<file path="src/rtl/reg_file_sb.sv">
// reg_file_sb: register file with N combinational read ports, one
// synchronous write port and a per-register scoreboard of busy bits.
// Issue marks a destination as pending; writeback stores the data and
// clears the pending bit. Register 0 always reads 0 and is never busy.
//
// Optional feature: define REG_FILE_SB_BYPASS_EN to forward a same-cycle
// writeback to any read port that reads the register being written.
// Without it, the write and its busy clear become visible after the edge.

module reg_file_sb #(
  parameter int XLEN       = 32,
  parameter int NREGS      = 32,
  parameter int NREAD      = 2,
  parameter int INIT_INDEX = 1,
  localparam int AW        = $clog2(NREGS)
) (
  input  logic                  clk,
  input  logic                  reset,
  input  logic [NREAD*AW-1:0]   rd_addr,
  output logic [NREAD*XLEN-1:0] rd_data,
  output logic [NREAD-1:0]      rd_busy,
  output logic                  hazard,
  input  logic                  wr_en,
  input  logic [AW-1:0]         wr_addr,
  input  logic [XLEN-1:0]       wr_data,
  input  logic                  iss_en,
  input  logic [AW-1:0]         iss_addr,
  input  logic                  flush,
  output logic [AW:0]           pend_cnt
);

  logic [XLEN-1:0]  regs [NREGS];
  logic [NREGS-1:0] busy;
  logic [NREGS-1:0] busy_nxt;
  logic [AW:0]      pop_nxt;

  // Register storage: init values on reset, writeback otherwise (reg 0 stays 0)
  always_ff @(posedge clk or negedge reset) begin
    if (!reset) begin
      for (int i = 0; i < NREGS; i++) begin
        regs[i] <= (INIT_INDEX != 0) ? XLEN'(i) : '0;
      end
    end else if (wr_en && (wr_addr != '0)) begin
      regs[wr_addr] <= wr_data;
    end
  end

  // Next busy vector: writeback clears, issue then sets (new owner wins),
  // flush overrides both; bit 0 is forced low
  always_comb begin
    busy_nxt = busy;
    if (wr_en && (wr_addr != '0)) begin
      busy_nxt[wr_addr] = 1'b0;
    end
    if (iss_en && (iss_addr != '0)) begin
      busy_nxt[iss_addr] = 1'b1;
    end
    if (flush) begin
      busy_nxt = '0;
    end
    busy_nxt[0] = 1'b0;
  end

  // Population count of the next busy vector so pend_cnt tracks busy exactly
  always_comb begin
    pop_nxt = '0;
    for (int i = 0; i < NREGS; i++) begin
      pop_nxt = pop_nxt + {{AW{1'b0}}, busy_nxt[i]};
    end
  end

  // Scoreboard state and its pending count update on the same edge
  always_ff @(posedge clk or negedge reset) begin
    if (!reset) begin
      busy     <= '0;
      pend_cnt <= '0;
    end else begin
      busy     <= busy_nxt;
      pend_cnt <= pop_nxt;
    end
  end

  // Combinational read ports, optionally forwarding the in-flight writeback
  always_comb begin
    rd_data = '0;
    rd_busy = '0;
    for (int k = 0; k < NREAD; k++) begin
      rd_data[k*XLEN +: XLEN] = regs[rd_addr[k*AW +: AW]];
      rd_busy[k]              = busy[rd_addr[k*AW +: AW]];
`ifdef REG_FILE_SB_BYPASS_EN
      if (wr_en && (wr_addr != '0) && (wr_addr == rd_addr[k*AW +: AW])) begin
        rd_data[k*XLEN +: XLEN] = wr_data;
        rd_busy[k]              = iss_en && (iss_addr == wr_addr);
      end
`endif
    end
  end

  // Stall whenever any operand is still pending
  assign hazard = |rd_busy;

endmodule

</file>
<file path="config.mk">
export PLATFORM = sky130hd
export DESIGN_NAME = reg_file_sb
export DESIGN_NICKNAME = d
export VERILOG_FILES = /design/src/rtl/reg_file_sb.sv
export SDC_FILE = /design/constraint.sdc
export NUM_CORES = 2
export LEC_CHECK = 0
export CAP_MARGIN = 10
export CORE_AREA = 2 2 325 327
export DETAILED_ROUTE_END_ITERATION = 10
export DIE_AREA = 0 0 327 329
export PLACE_DENSITY = 0.72
export RECOVER_POWER = 100
export SLEW_MARGIN = 20
export SYNTH_ARGS = -nofsm -noshare
export SYNTH_HDL_FRONTEND = slang
export SYNTH_SLANG_ARGS = --single-unit
</file>
<file path="constraint.sdc">
create_clock -name clk -period 7.7 [get_ports clk]
set_clock_uncertainty 0.15 [all_clocks]
set_input_delay 0.77 -clock clk [delete_from_list [all_inputs] [get_ports clk]]
set_output_delay 0.77 -clock clk [all_outputs]
set_load 0.02 [all_outputs]
</file>
==> reports/results.txt <==
Outcome: complete, but fails checks
Failing checks: max-capacitance violations, max-slew violations
Sequential-to-total area share from yosys stat: 46.9%
Die area: 108,000 sq um
Layout cells sized above 1: 50.8%
Vias in the first global route: 36,741
VDD IR max: 0.000197 V
Top-level I/O count: 130
HP Start: regs[1004]
Most frequent cells in the layout: 981 x dfrtp_1, 970 x mux2_2, 515 x mux4_2, 148 x mux2i_1, 115 x clkbuf_16
Synth Instances: 3,686
RSZ-0062 raised after global routing: false
Largest family of logic cells by synthesized area: multiplexers
Nets: 3,686
Final hold viol count: 0
Worst Tran Pin Value: 4.60 ns
Top_reg_cell synth: dfrtp_1
GRT Total Usage: 31.5%
Pre-CTS WS: 0.571 ns
Syn_area_per_cell: 15.4 sq um
Port bufs: 129
Area grow syn2layout: 10.1%
Most common cell after layout, fill and taps aside: dfrtp_1
Synth Area in Adders: 0.964%
Worst setup path class: input pin to output port
Fmax: 144 MHz
Post-CTS setup buffers: 0
Core Area: 104,000 sq um
CP Buf/Inv Count: 4
Warnings from Yosys: 0
Drt drc: 0
Setup TNS Final: 0 ns
Period utilization: 90.4%
Worst slew margin: -207%
Final setup viols: 0
Power per standard cell area: 264 nW/um^2
Die height: 329 um
CTS tree: yes
Slowest cell on the critical path: nor2b_1
Worst reg2reg path depth: 17
Total gr overflow: 0
Placer Congestion: 0.881
Number of H-tree levels: 3
Worst Setup SP: rd_addr[9]
Final instance area: 62,600 sq um
Drt pass-1 iters: 5
Hold Path Class: register to register
WL/cell: 32.9 um
ANT nets after route: 0
Via count: 35,493
Initial cell density of the core: 54.5%
Max incr delay on CP: 1.97 ns
Post-CTS Hold Buffers: 1
Critical Path AT: 6.04 ns
First-pass GRT wire length: 248 mm
Crit path max fanout: 40
Worst hold path stage count: 0
Post-CTS Resized: 0
WHS Endpoint: regs[1004]
Max cap viols: 48
Maximum root-to-sink buffer count: 3
Post-synth EDFFs: 0
Critical-path cell list: buf_2 > buf_4 > nor2b_1 > clkbuf_1 > a22o_1 > a21oi_1 > dlygate4sd3_1
Clk Latency, worst-skew pair: 0.69 ns
Delay-heaviest family, CP: buffers and inverters
Post-synthesis instance area: 56,900 sq um
Clk slew on worst S/H paths: 0.06 ns
Yosys reg bits: 1,061
Syn_nets: 3,773
Leak: 0.0267 uW
Num CTS Buffers: 113
Initial antenna violation count: 9
Worst r2r src: busy[26]
Post-synthesis compound-gate area fraction: 4.30%
Clock root cell: clkbuf_16
CP Capture Type: output port
Area after DPL: 59,000 sq um
Critical Path RT: 6.78 ns
Worst flop-to-flop path endpoint: pend_cnt[4]
Simple-gate share of the synthesized area: 1.27%
Drt first-iter violations: 3,273
Distinct cells, synth: 45
Final Critical Period: 6.96 ns
Clock sinks: 1,061
CP startpoint kind: input pin
Vias per inst: 6.97
Hpwl dp: 92.5 mm
Final WL: 167 mm
Rows: 119
Synth Area in XOR/XNOR: 0.0462%
Fill cells: 7,914
Largest net degree at the start of global routing: 151
Post-synth ARST share: 100%
Die extent in x: 327 um
Post-synthesis mux area share: 42.7%
R2r setup slk: 2.14 ns
Slew Limit Fails: 2,051
Setup WS post-layout: 0.737 ns
[state kept, by name (all words and copies together) (netlist names)]
register / count
regs: 1024
pend_cnt: 6
busy: 31
[cell families after synthesis]
logic type / after synthesis
mux: 1657
flops: 1061
buf+inv: 460
compound gates: 326
simple gates: 149
fa+ha+maj: 30
xor+xnor: 3
[through the flow]
| step | cells | total power [uW] | util, % | hold slack [ns] |
|---|---|---|---|---|
| 2_1_floorplan | 3686 | 9750 | - | 0.291 |
| 3_3_place_gp | 4874 | 10600 | 56.5 | 0.227 |
| 3_5_place_dp | 4874 | 10800 | 56.5 | 0.233 |
| 4_1_cts | 5087 | 16600 | 60.3 | 0.246 |
| 5_1_grt | 5087 | 17200 | 60.0 | 0.256 |
| 6_report | 5091 | 16500 | 60.0 | 0.242 |
[how the worst max path moves through the flow]
stage | end | slack, ns | cells after the start
final | rd_data[52] | 0.74 | 7
after global routing | regs[1008] | 0.53 | 4
after CTS | pend_cnt[4] | 1.30 | 18
after detailed placement | pend_cnt[4] | 0.57 | 18
after global placement | pend_cnt[4] | 0.74 | 21
after floorplan | pend_cnt[4] | 1.45 | 19
[Yosys cell counts, types with 34 or more instances]
library cell / count / share of area (%)
mux2i_1: 148 / 2.6
a21oi_1: 79 / 0.70
nor2_1: 41 / 0.27
a22oi_1: 80 / 1.1
a221oi_1: 54 / 0.83
a22o_1: 65 / 1.0
buf_2: 159 / 1.4
buf_4: 39 / 0.51
mux2_2: 970 / 19
dfstp_2: 80 / 3.7
clkbuf_1: 197 / 1.3
nand2_1: 46 / 0.30
mux4_2: 515 / 20
dfrtp_1: 981 / 43
inv_1: 34 / 0.22
[final cells by class]
type | instances | area, sq um | share of cell area [%]
Inverter | 34 | 128 | 0.204
Sequential cell | 1061 | 26700 | 42.6
Timing Repair Buffer | 224 | 1910 | 3.06
Clock buffer | 158 | 3300 | 5.27
Clock inverter | 54 | 678 | 1.08
Tap cell | 1391 | 1740 | 2.78
Multi-Input combinational cell | 2165 | 28200 | 45.0
Antenna cell | 4 | 10.0 | 0.0160
[layer usage]
metal / track usage (%) / part of all wire [%]
met1: 44.8 / 41
met3: 7.14 / 9.1
met2: 48.2 / 46
met5: 0 / 0.047
met4: 11.0 / 3.8
[power breakdown]
group	switching, uW	total (uW)	internal [uW]
sequential	724	7390	6670
clock	2320	5810	3480
combinational	1340	3310	1980
No activity file was read; power rests on OpenSTA's default activity.
